`config.mk`:
```
export PLATFORM = sky130hd
export DESIGN_NAME = udp_rx_filter
export DESIGN_NICKNAME = d
export VERILOG_FILES = /design/src/rtl/udp_rx_filter.sv
export SDC_FILE = /design/constraint.sdc
export NUM_CORES = 1
export LEC_CHECK = 0
export BUFFER_PORTS_ARGS = -buffer_cell sky130_fd_sc_hd__buf_2
export CAP_MARGIN = 20
export CELL_PAD_IN_SITES_DETAIL_PLACEMENT = 0
export CELL_PAD_IN_SITES_GLOBAL_PLACEMENT = 1
export CORE_MARGIN = 3
export CORE_UTILIZATION = 49
export DETAILED_ROUTE_END_ITERATION = 7
export PLACE_DENSITY_LB_ADDON = 0.1
export SYNTH_ARGS = -nofsm -noshare
export SYNTH_HDL_FRONTEND = slang
export SYNTH_SLANG_ARGS = --single-unit
```
`constraint.sdc`:
```
create_clock -name clk -period 13.5 [get_ports clk]
set_input_delay 1.35 -clock clk [delete_from_list [all_inputs] [get_ports clk]]
set_output_delay 1.35 -clock clk [all_outputs]
set_load 0.02 [all_outputs]
```
`src/rtl/udp_rx_filter.sv`:
```
// Receive-side Ethernet/IPv4/UDP filter: checks header fields against the local
// MAC/IP/port, verifies the IPv4 header checksum and forwards the UDP payload.
module udp_rx_filter #(
  parameter logic [47:0] MY_MAC  = 48'h123456789ABC,
  parameter logic [31:0] MY_IP   = {8'd192, 8'd168, 8'd1, 8'd44},
  parameter logic [15:0] MY_PORT = 16'd8000
) (
  input  logic        clk,
  input  logic        rst,
  input  logic [7:0]  rx_data,
  input  logic        rx_valid,
  input  logic        rx_sof,
  input  logic        rx_last,
  output logic [7:0]  pl_data,
  output logic        pl_valid,
  output logic        pl_last,
  output logic [31:0] src_ip,
  output logic [15:0] src_port,
  output logic        frame_ok,
  output logic        frame_drop
);

  typedef enum logic [1:0] {IDLE, HDR, PAYLOAD, DRAIN} state_t;

  state_t      state_q, state_d;
  logic [10:0] cnt_q, cnt_d;
  logic        mac_uc_q, mac_uc_d;
  logic        mac_bc_q, mac_bc_d;
  logic [16:0] acc_q, acc_d;
  logic [7:0]  hi_q, hi_d;
  logic [31:0] ip_sh_q, ip_sh_d;
  logic [15:0] port_sh_q, port_sh_d;
  logic [15:0] len_q, len_d;
  logic [15:0] rem_q, rem_d;
  logic [7:0]  pl_data_q, pl_data_d;
  logic        pl_valid_q, pl_valid_d;
  logic        pl_last_q, pl_last_d;
  logic [31:0] src_ip_q, src_ip_d;
  logic [15:0] src_port_q, src_port_d;
  logic        frame_ok_q, frame_ok_d;
  logic        frame_drop_q, frame_drop_d;

  logic        fail;
  logic [7:0]  mac_byte;
  logic [7:0]  ip_byte;
  logic [16:0] csum_sum;
  logic [15:0] csum_fold;

  always_comb begin
    case (cnt_q[2:0])
      3'd0:    mac_byte = MY_MAC[47:40];
      3'd1:    mac_byte = MY_MAC[39:32];
      3'd2:    mac_byte = MY_MAC[31:24];
      3'd3:    mac_byte = MY_MAC[23:16];
      3'd4:    mac_byte = MY_MAC[15:8];
      default: mac_byte = MY_MAC[7:0];
    endcase
  end

  // Offsets 30..33 have low bits 10,11,00,01.
  always_comb begin
    case (cnt_q[1:0])
      2'd2:    ip_byte = MY_IP[31:24];
      2'd3:    ip_byte = MY_IP[23:16];
      2'd0:    ip_byte = MY_IP[15:8];
      default: ip_byte = MY_IP[7:0];
    endcase
  end

  assign csum_sum  = acc_q + {1'b0, hi_q, rx_data};
  assign csum_fold = csum_sum[15:0] + {15'd0, csum_sum[16]};

  always_comb begin
    state_d      = state_q;
    cnt_d        = cnt_q;
    mac_uc_d     = mac_uc_q;
    mac_bc_d     = mac_bc_q;
    acc_d        = acc_q;
    hi_d         = hi_q;
    ip_sh_d      = ip_sh_q;
    port_sh_d    = port_sh_q;
    len_d        = len_q;
    rem_d        = rem_q;
    pl_data_d    = pl_data_q;
    pl_valid_d   = 1'b0;
    pl_last_d    = 1'b0;
    src_ip_d     = src_ip_q;
    src_port_d   = src_port_q;
    frame_ok_d   = 1'b0;
    frame_drop_d = 1'b0;
    fail         = 1'b0;

    if (rx_valid && cnt_q != 11'h7FF) cnt_d = cnt_q + 11'd1;

    if (rx_valid && rx_sof) begin
      // HDR and PAYLOAD frames are still unresolved; DRAIN already pulsed.
      if (state_q == HDR || state_q == PAYLOAD) frame_drop_d = 1'b1;
      state_d  = HDR;
      cnt_d    = 11'd1;
      mac_uc_d = (rx_data == MY_MAC[47:40]);
      mac_bc_d = (rx_data == 8'hFF);
      acc_d    = '0;
      hi_d     = '0;
      len_d    = '0;
    end else if (rx_valid) begin
      case (state_q)
        HDR: begin
          if (cnt_q <= 11'd5) begin
            mac_uc_d = mac_uc_q && (rx_data == mac_byte);
            mac_bc_d = mac_bc_q && (rx_data == 8'hFF);
            if (cnt_q == 11'd5 && !mac_uc_d && !mac_bc_d) fail = 1'b1;
          end
          if (cnt_q == 11'd12 && rx_data != 8'h08) fail = 1'b1;
          if (cnt_q == 11'd13 && rx_data != 8'h00) fail = 1'b1;
          if (cnt_q == 11'd14 && rx_data != 8'h45) fail = 1'b1;
          if (cnt_q == 11'd20 && rx_data[5:0] != 6'd0) fail = 1'b1;
          if (cnt_q == 11'd21 && rx_data != 8'h00) fail = 1'b1;
          if (cnt_q == 11'd23 && rx_data != 8'h11) fail = 1'b1;
          if (cnt_q >= 11'd30 && cnt_q <= 11'd33 && rx_data != ip_byte) fail = 1'b1;
          if (cnt_q == 11'd36 && rx_data != MY_PORT[15:8]) fail = 1'b1;
          if (cnt_q == 11'd37 && rx_data != MY_PORT[7:0]) fail = 1'b1;
          if (cnt_q >= 11'd14 && cnt_q <= 11'd33) begin
            if (!cnt_q[0]) begin
              hi_d = rx_data;
            end else begin
              acc_d = {1'b0, csum_fold};
              if (cnt_q == 11'd33 && csum_fold != 16'hFFFF) fail = 1'b1;
            end
          end
          if (cnt_q >= 11'd26 && cnt_q <= 11'd29) ip_sh_d = {ip_sh_q[23:0], rx_data};
          if (cnt_q == 11'd34 || cnt_q == 11'd35) port_sh_d = {port_sh_q[7:0], rx_data};
          if (cnt_q == 11'd38) len_d = {rx_data, len_q[7:0]};
          if (cnt_q == 11'd39) begin
            len_d = {len_q[15:8], rx_data};
            if (len_d < 16'd8) fail = 1'b1;
          end

          if (fail) begin
            frame_drop_d = 1'b1;
            state_d      = rx_last ? IDLE : DRAIN;
          end else if (cnt_q == 11'd41) begin
            if (len_q == 16'd8) begin
              frame_ok_d = 1'b1;
              src_ip_d   = ip_sh_q;
              src_port_d = port_sh_q;
              state_d    = rx_last ? IDLE : DRAIN;
            end else if (rx_last) begin
              frame_drop_d = 1'b1;
              state_d      = IDLE;
            end else begin
              rem_d   = len_q - 16'd8;
              state_d = PAYLOAD;
            end
          end else if (rx_last) begin
            frame_drop_d = 1'b1;
            state_d      = IDLE;
          end
        end
        PAYLOAD: begin
          pl_data_d  = rx_data;
          pl_valid_d = 1'b1;
          rem_d      = rem_q - 16'd1;
          if (rem_q == 16'd1) begin
            pl_last_d  = 1'b1;
            frame_ok_d = 1'b1;
            src_ip_d   = ip_sh_q;
            src_port_d = port_sh_q;
            state_d    = rx_last ? IDLE : DRAIN;
          end else if (rx_last) begin
            pl_last_d    = 1'b1;
            frame_drop_d = 1'b1;
            state_d      = IDLE;
          end
        end
        DRAIN: begin
          if (rx_last) state_d = IDLE;
        end
        default: begin
        end
      endcase
    end
  end

  always_ff @(posedge clk) begin
    if (rst) begin
      state_q      <= IDLE;
      cnt_q        <= '0;
      mac_uc_q     <= 1'b0;
      mac_bc_q     <= 1'b0;
      acc_q        <= '0;
      hi_q         <= '0;
      ip_sh_q      <= '0;
      port_sh_q    <= '0;
      len_q        <= '0;
      rem_q        <= '0;
      pl_data_q    <= '0;
      pl_valid_q   <= 1'b0;
      pl_last_q    <= 1'b0;
      src_ip_q     <= '0;
      src_port_q   <= '0;
      frame_ok_q   <= 1'b0;
      frame_drop_q <= 1'b0;
    end else begin
      state_q      <= state_d;
      cnt_q        <= cnt_d;
      mac_uc_q     <= mac_uc_d;
      mac_bc_q     <= mac_bc_d;
      acc_q        <= acc_d;
      hi_q         <= hi_d;
      ip_sh_q      <= ip_sh_d;
      port_sh_q    <= port_sh_d;
      len_q        <= len_d;
      rem_q        <= rem_d;
      pl_data_q    <= pl_data_d;
      pl_valid_q   <= pl_valid_d;
      pl_last_q    <= pl_last_d;
      src_ip_q     <= src_ip_d;
      src_port_q   <= src_port_d;
      frame_ok_q   <= frame_ok_d;
      frame_drop_q <= frame_drop_d;
    end
  end

  assign pl_data    = pl_data_q;
  assign pl_valid   = pl_valid_q;
  assign pl_last    = pl_last_q;
  assign src_ip     = src_ip_q;
  assign src_port   = src_port_q;
  assign frame_ok   = frame_ok_q;
  assign frame_drop = frame_drop_q;

endmodule

```
==> metrics.md, run 1 <==
| Metric | Value |
|---|---|
| Syn Nets | `1171` |
| Crit path cell chain | `buf_2 -> ha_1 -> inv_1 -> fa_1 -> and2b_1 -> o2111ai_1 -> nand2_1 -> a31oi_1 -> o21bai_1 -> a21oi_1 -> nor2_1 -> o21ai_0 -> nand2b_1 -> ha_1 -> ha_1 -> nand2_1 -> nor3_1 -> nand4_1 -> xnor2_1 -> nand4_1 -> nor4b_1 -> a41oi_1 -> a211oi_1 -> o21ai_1` |
| EDFF count, synth | `0` |
| Via density | `roughly 5.6` |
| Yosys reg bits | `179` |
| CTS Buffer Depth | `2` |
| Buffer count from post-CTS setup fixing | `0` |
| Critical-path top delay cell | `fa_1` |
| Max frequency | `between 150 and 200 MHz` |
| # diodes | `0` |
| Grt ovf | `0` |
| DIE WIDTH | `144 um` |
| Clock skew | `~0.009 ns` |
| Clock latency on the worst-skew pair | `about 0.43 ns` |
| Wire per inst | `~17 um` |
| Req. time, crit path | `~14 ns` |
| Residual DRC | `0` |
| Syn_area_per_cell | `8.28 um2` |
| Number of global-route vias before repair | `7068` |
| IO Count | `between 70 and 80` |
| Mapped Cells | `roughly 1100` |
| Worst EP arrival | `5.86 ns` |
| Antenna-violating nets left | `0` |
| # Max-Cap Violations | `0` |
| Fin util | `56.6%` |
| Initial antenna violation count | `0` |
| Die height | `144 um` |
| Setup Viol. Count Final | `0` |
| Async SR Flop Fraction | `0%` |
| CTS resizes | `0` |
| Leak Pwr | `0.00420 uW` |
| CTS tree | `built` |
| Path type of the worst min-delay path | `register to register` |
| Cell variety after synth | `75` |
| Max transition margin | `27.9%` |
| Row Count | `just under 50` |
| H-tree levels | `4` |
| Outcome | `completed` |
| Post-DP HPWL | `16.0 mm` |
| Total track usage | `22.5%` |
| Via count | `7833` |
| Drt pass-1 iters | `5` |
| Nets | `1204` |
| Setup TNS | `0 ns` |
| Main synth FF type | `dfxtp_1` |
| Largest net degree at the start of global routing | `72` |
| Slew Viols, Final | `0` |
| Pwr Density | `106 nW/um2` |
| Initial core utilization | `50.8%` |
| # port buffers | `72` |
| Total Power | `1100 uW` |
| DRT iter0 DRCs | `519` |
| CP max FO | `9` |
| VDD IR max | `~0.086 mV` |
| Fraction of layout cells with a size suffix above 1 | `15.1%` |
| Final wirelength | `23.1 mm` |
| RePlAce Congestion | `0.908` |
| Die area | `20700 um2` |
| Sequential fraction of the synthesis area | `38.5%` |
| Setup crit end kind | `register` |
| Critical path's most frequent cell | `ha_1` |
| CORE AREA | `18300 um2` |
| First-pass GRT wire length | `~38 mm` |
| Layout area overhead | `11.5%` |
| Min cycle time layout | `5.54 ns` |
| Synth Cell Area | `just over 9000 um2` |
| RSZ-0062 raised after global routing | `no` |
| Final hold viol count | `0` |
| Root buffer selected by CTS | `clkbuf_16` |
| CTS Hold Buffers Added | `0` |
| Tcrit/Tclk final | `41.1%` |
| Setup Crit Path Kind | `input port to register` |
| Cts bufs inserted | `17` |
| Yosys warning total | `0` |
| Worst-Margin Slew | `1.08 ns` |
| CTS Sinks | `between 150 and 200` |
| Slowest cell delay on critical path | `a little under 0.4 ns` |
| Critical Path Source Type | `input port` |
| Clock transition at path regs | `0.07 ns` |
[logic make-up after synthesis]
logic type,Yosys count,share of synthesized area [%]
simple gates,465,23.5
compound gates,214,15.0
flops,179,38.5
buf+inv,97,4.52
mux,77,8.28
xor+xnor,58,5.54
fa+ha+maj,34,4.65
[through the flow]
step,hold WS [ns],setup WS (ns),instance area [um2],cells
6_report,0.452,7.96,10400,1399
5_1_grt,0.472,7.45,10400,1399
4_1_cts,0.454,8.00,10300,1397
3_5_place_dp,0.443,7.57,9740,1365
3_3_place_gp,0.441,7.74,9740,1365
2_1_floorplan,0.432,8.25,9310,1124
[synthesized netlist by cell type (4+ instances only)]
cell | number | share of area [%]
xor2_1 | 21 | 2.0
nand2b_1 | 9 | 0.60
mux2i_1 | 77 | 8.3
or3_1 | 12 | 0.81
a22oi_1 | 8 | 0.65
a21oi_1 | 82 | 4.4
nand2_2 | 20 | 1.3
or2_2 | 5 | 0.34
a31oi_1 | 5 | 0.34
and3_1 | 4 | 0.27
nor2_1 | 154 | 6.2
o21a_1 | 4 | 0.32
buf_2 | 10 | 0.54
clkbuf_1 | 52 | 2.1
nor2b_1 | 4 | 0.27
o311a_1 | 4 | 0.43
a21oi_2 | 21 | 2.0
nor4_1 | 13 | 0.87
nand4_1 | 16 | 1.1
nor4_2 | 4 | 0.54
ha_1 | 33 | 4.4
nand3_1 | 32 | 1.7
o21ai_0 | 28 | 1.5
nor3_1 | 26 | 1.4
nand2_1 | 140 | 5.6
xnor2_1 | 36 | 3.4
inv_1 | 30 | 1.2
nand3b_1 | 5 | 0.40
dfxtp_1 | 179 | 38
o41ai_1 | 4 | 0.38
o22ai_1 | 6 | 0.40
a211oi_1 | 17 | 1.4
[sequential cells by signal, indices dropped and copies added (netlist names), 8 cells and up]
| register | flops |
|---|---|
| ip_sh_q | 32 |
| src_ip | 32 |
| acc_q | 16 |
| len_q | 16 |
| port_sh_q | 16 |
| rem_q | 16 |
| src_port | 16 |
| cnt_q | 11 |
| hi_q | 8 |
| pl_data | 8 |
[critical path: cells and delay by family]
family                     cells  cell delay (ns)
AOI/OAI and AO/OA              8             1.36
xor gates and xnor gates       1             0.22
adders and majority gates      4             1.00
buffers and inverters          2             0.26
and+or+nand+nor                9             1.67
[path summary, 6_finish.rpt]
kind	slack, ns	endpoint	depth (start not counted)	from
min reg2reg	0.45	src_port[14]	2	src_port[14]
max	7.96	state_q[0]	24	rx_data[0]
min	0.45	src_port[14]	2	src_port[14]
max reg2reg	8.77	state_q[0]	23	acc_q[0]
[area by class of cell]
class                   count  area (um2)
flip-flops and latches    179        3580
clock inverters            14         168
repair buffers             81         455
clock buffers              18         429
fillers                  1746        7960
well taps                 229         287
multi-input cells         848        5340
inverters                  30         113
[where the power goes]
| group | internal, uW | switching (uW) | total [uW] |
|---|---|---|---|
| Sequential | 529 | 3.92 | 533 |
| Clock | 265 | 233 | 499 |
| Combinational | 21.6 | 49.2 | 70.7 |
| Total | 816 | 287 | 1100 |
[cells in the final DEF (no fill, tap or decap), types with 4 or more instances in the layout]
master     Yosys  routed
a211oi_1      17      17
a21oi_1       82      82
a21oi_2       21      21
a22oi_1        8       8
a31oi_1        5       5
and3_1         4       4
buf_2         10      71
buf_4          0       8
clkbuf_16      0      17
dfxtp_1      179     179
ha_1          33      33
inv_1         30      30
inv_8          0       5
mux2i_1       77      77
nand2_1      140     140
nand2_2       20      20
nand2b_1       9       8
nand3_1       32      31
nand3b_1       5       5
nand4_1       16      16
nor2_1       154     154
nor2b_1        4       4
nor3_1        26      26
nor4_1        13      13
o21a_1         4       4
o21ai_0       28      28
o22ai_1        6       6
o311a_1        4       4
o41ai_1        4       4
or2_2          5       5
or3_1         12      12
xnor2_1       36      36
xor2_1        21      21
[routing by layer]
metal	up-vias	share of wire, %	global-route usage, %	routed length (um)
met5	-	0	0	0
met4	0	1.4	5.80	325
met3	20	4.4	3.43	1010
met2	171	44	33.3	10200
met1	3669	50	34.1	11600
li1	3973	-	-	-
(Power assumes the default switching activity.)
==> run 2, diff against run 1 <==
--- a/config.mk
+++ b/config.mk
@@ -10,7 +10,7 @@
 export CELL_PAD_IN_SITES_DETAIL_PLACEMENT = 0
 export CELL_PAD_IN_SITES_GLOBAL_PLACEMENT = 1
 export CORE_MARGIN = 3
-export CORE_UTILIZATION = 49
+export CORE_UTILIZATION = 46
 export DETAILED_ROUTE_END_ITERATION = 7
 export PLACE_DENSITY_LB_ADDON = 0.1
 export SYNTH_ARGS = -nofsm -noshare
==> constraint.sdc (replaced) <==
create_clock -name clk -period 5.1 [get_ports clk]
set_input_delay 0.51 -clock clk [delete_from_list [all_inputs] [get_ports clk]]
set_output_delay 0.51 -clock clk [all_outputs]
set_load 0.02 [all_outputs]
==> metrics.md, run 2 (synthesis results as in run 1) <==
| Metric | Value |
|---|---|
| Max transition margin | `29.3% (was 27.9%)` |
| Setup Viol. Count Final | `0 (unchanged)` |
| Grt ovf | `0 (unchanged)` |
| CTS Hold Buffers Added | `0 (unchanged)` |
| Critical R2R Capture | `state_q[0] (unchanged)` |
| # port buffers | `72 (unchanged)` |
| Root buffer selected by CTS | `clkbuf_16 (unchanged)` |
| Most common cell after layout, fill and taps aside | `dfxtp_1 (unchanged)` |
| Switch share | `27.3% (was 26.0%)` |
| CP max FO | `7 (was 9)` |
| # Max-Cap Violations | `0 (unchanged)` |
| CTS resizes | `0 (unchanged)` |
| Tcrit/Tclk final | `89.7%` |
| Final worst slack | `0.527 ns (was 7.96 ns)` |
| Residual DRC | `0 (unchanged)` |
| Leak Pwr | `0.00427 uW (was 0.00420 uW)` |
| Worst R2R Start | `acc_q[0] (unchanged)` |
| Wire per inst | `16.5 um (about the same)` |
| Antenna-violating nets left | `0 (unchanged)` |
| Worst-Margin Slew | `1.06 ns (was 1.08 ns)` |
| Path type of the worst min-delay path | `input port to register (was register to register)` |
| Hold endpoint | `pl_last (was src_port[14])` |
| Pwr Density | `285 nW/um2 (was 106 nW/um2)` |
| CTS Sinks | `179 (unchanged)` |
| CORE AREA | `19700 um2 (was 18300 um2)` |
| VDD IR max | `0.240 mV (was 0.0859 mV)` |
| Final Instance Area | `10500 um2 (was 10400 um2)` |
| Reg2reg setup slack | `0.53 ns (was 8.77 ns)` |
| CTS Buffer Depth | `2 (unchanged)` |
| CTS tree | `built (unchanged)` |
| Die height | `148 um (was 144 um)` |
| Leading cell types in the layout, fill and taps excluded | `179 x dfxtp_1, 154 x nor2_1, 140 x nand2_1 (unchanged)` |
| Drt pass-1 iters | `5 (unchanged)` |
| Post-DP HPWL | `16.1 mm (was 16.0 mm)` |
| # diodes | `0 (unchanged)` |
| Clock transition at path regs | `0.07 ns (about the same)` |
| Setup Slack @ Placement | `0.264 ns (was 7.57 ns)` |
| RePlAce Congestion | `0.822 (was 0.908)` |
| Buffer count from post-CTS setup fixing | `0 (unchanged)` |
| Clock skew | `0.0142 ns (was 0.00879 ns)` |
| Max frequency | `219 MHz` |
| Clock Power Share | `46.4% (was 45.2%)` |
| Fin util | `53.6% (was 56.6%)` |
| Setup TNS | `0 ns (unchanged)` |
| Worst EP arrival | `4.90 ns (was 5.86 ns)` |
| Number of global-route vias before repair | `7390 (was 7068)` |
| Slew Viols, Final | `0 (unchanged)` |
| Reg power frac | `47.1% (was 48.4%)` |
| First-pass GRT wire length | `38.9 mm (was 37.6 mm)` |
| DRT iter0 DRCs | `513 (was 519)` |
| Via count | `7856 (was 7833)` |
| P_sw | `818 uW (was 287 uW)` |
| Min cycle time layout | `4.57 ns` |
| Cts bufs inserted | `17 (unchanged)` |
| Critical Path Source Type | `register (was input port)` |
| Via density | `5.44 (was 5.60)` |
| Initial core utilization | `47.4% (was 50.8%)` |
| Largest net degree at the start of global routing | `72 (unchanged)` |
| Outcome | `completed (unchanged)` |
| Setup crit end kind | `register (unchanged)` |
| Combinational share of power | `6.5% (was 6.4%)` |
| Clock latency on the worst-skew pair | `0.44 ns (was 0.43 ns)` |
| Min-delay src | `rx_last (was src_port[14])` |
| Layout area overhead | `13.1% (was 11.5%)` |
| DP Area | `9870 um2 (was 9740 um2)` |
| Total track usage | `21.7% (was 22.5%)` |
| DIE WIDTH | `148 um (was 144 um)` |
| Req. time, crit path | `5.42 ns (was 13.81 ns)` |
| Nets | `1214 (was 1204)` |
| Setup Crit Path Kind | `register to register (was input port to register)` |
| IO Count | `73 (unchanged)` |
| R2r worst-path depth | `22 (was 23)` |
| Row Count | `51 (was 49)` |
| H-tree levels | `4 (unchanged)` |
| Initial antenna violation count | `0 (unchanged)` |
| Final wirelength | `23.8 mm (was 23.1 mm)` |
| Total Power | `3000 uW (was 1100 uW)` |
| Fraction of layout cells with a size suffix above 1 | `16.0% (was 15.1%)` |
| Final hold viol count | `0 (unchanged)` |
| Hold path cells | `2 (unchanged)` |
| P_int | `2180 uW (was 816 uW)` |
| Die area | `22000 um2 (was 20700 um2)` |
[run 2: cell types whose count changed in the layout (fill, tap and decap cells not counted)]
cell | previous run | this run
nor3_2 | 1 | 2
inv_6 | 2 | 0
clkinv_4 | 1 | 2
buf_4 | 8 | 19
clkinv_8 | 2 | 5
clkbuf_1 | 1 | 0
inv_12 | 0 | 1
buf_12 | 2 | 1
nor3_1 | 26 | 25
clkinvlp_4 | 3 | 1
[run 2: area by class of cell]
class                      instances  area, um2
multi-input combinational        848       5350
clock buffer                      17        425
sequential                       179       3580
fill                            1972       9130
timing repair buffer              91        518
clock inverter                    15        209
inverter                          30        113
tap                              265        332
[run 2: how the worst max path moves through the flow]
stage | from | to | slack (ns) | cells past startpoint
6_report | acc_q[0] | state_q[0] | 0.53 | 22
5_1_grt | acc_q[0] | state_q[1] | -0.02 | 22
4_1_cts | acc_q[0] | state_q[0] | 0.55 | 23
3_5_place_dp | rx_data[0] | state_q[0] | 0.26 | 24
3_3_place_gp | rx_data[0] | state_q[0] | 0.38 | 24
2_1_floorplan | rx_data[1] | state_q[0] | 0.69 | 23
[run 2: power by group through the flow]
stage	sequential [uW]	clock, uW	combinational [uW]
floorplan	1440	0	143
global placement	1440	0	191
detailed placement	1440	0	191
CTS	1410	1420	192
global route	1410	1470	216
finish	1410	1390	195
[run 2: metal layers]
layer / wire [um] / vias to the layer above / share of wire, % / global-route usage [%]
met2: 10700 / 168 / 45 / 34.4
met1: 11700 / 3672 / 49 / 30.9
met4: 340 / 0 / 1.4 / 4.80
met3: 1030 / 26 / 4.3 / 4.14
li1: - / 3990 / - / -
met5: 0 / - / 0 / 0
[run 2: stage by stage]
stage / cells / hold slack (ns)
floorplan: 1124 / 0.432
global placement: 1412 / 0.442
detailed placement: 1412 / 0.443
CTS: 1444 / 0.392
global route: 1445 / 0.422
finish: 1445 / 0.417
[run 2: critical path, stage by stage, from the launching register on]
cell	delay (ns)
dfxtp_1	0.33
ha_1	0.18
inv_1	0.06
fa_1	0.39
and2b_1	0.24
o2111ai_1	0.19
nand2_1	0.22
a31oi_1	0.15
o21bai_1	0.16
a21oi_1	0.08
nor2_1	0.08
o21ai_0	0.08
nand2b_1	0.12
ha_1	0.18
nand3_1	0.21
nor3_1	0.38
nand3_1	0.23
nor3_2	0.28
nand3_1	0.13
xnor2_1	0.19
a41oi_1	0.22
a211oi_1	0.27
o21ai_1	0.09
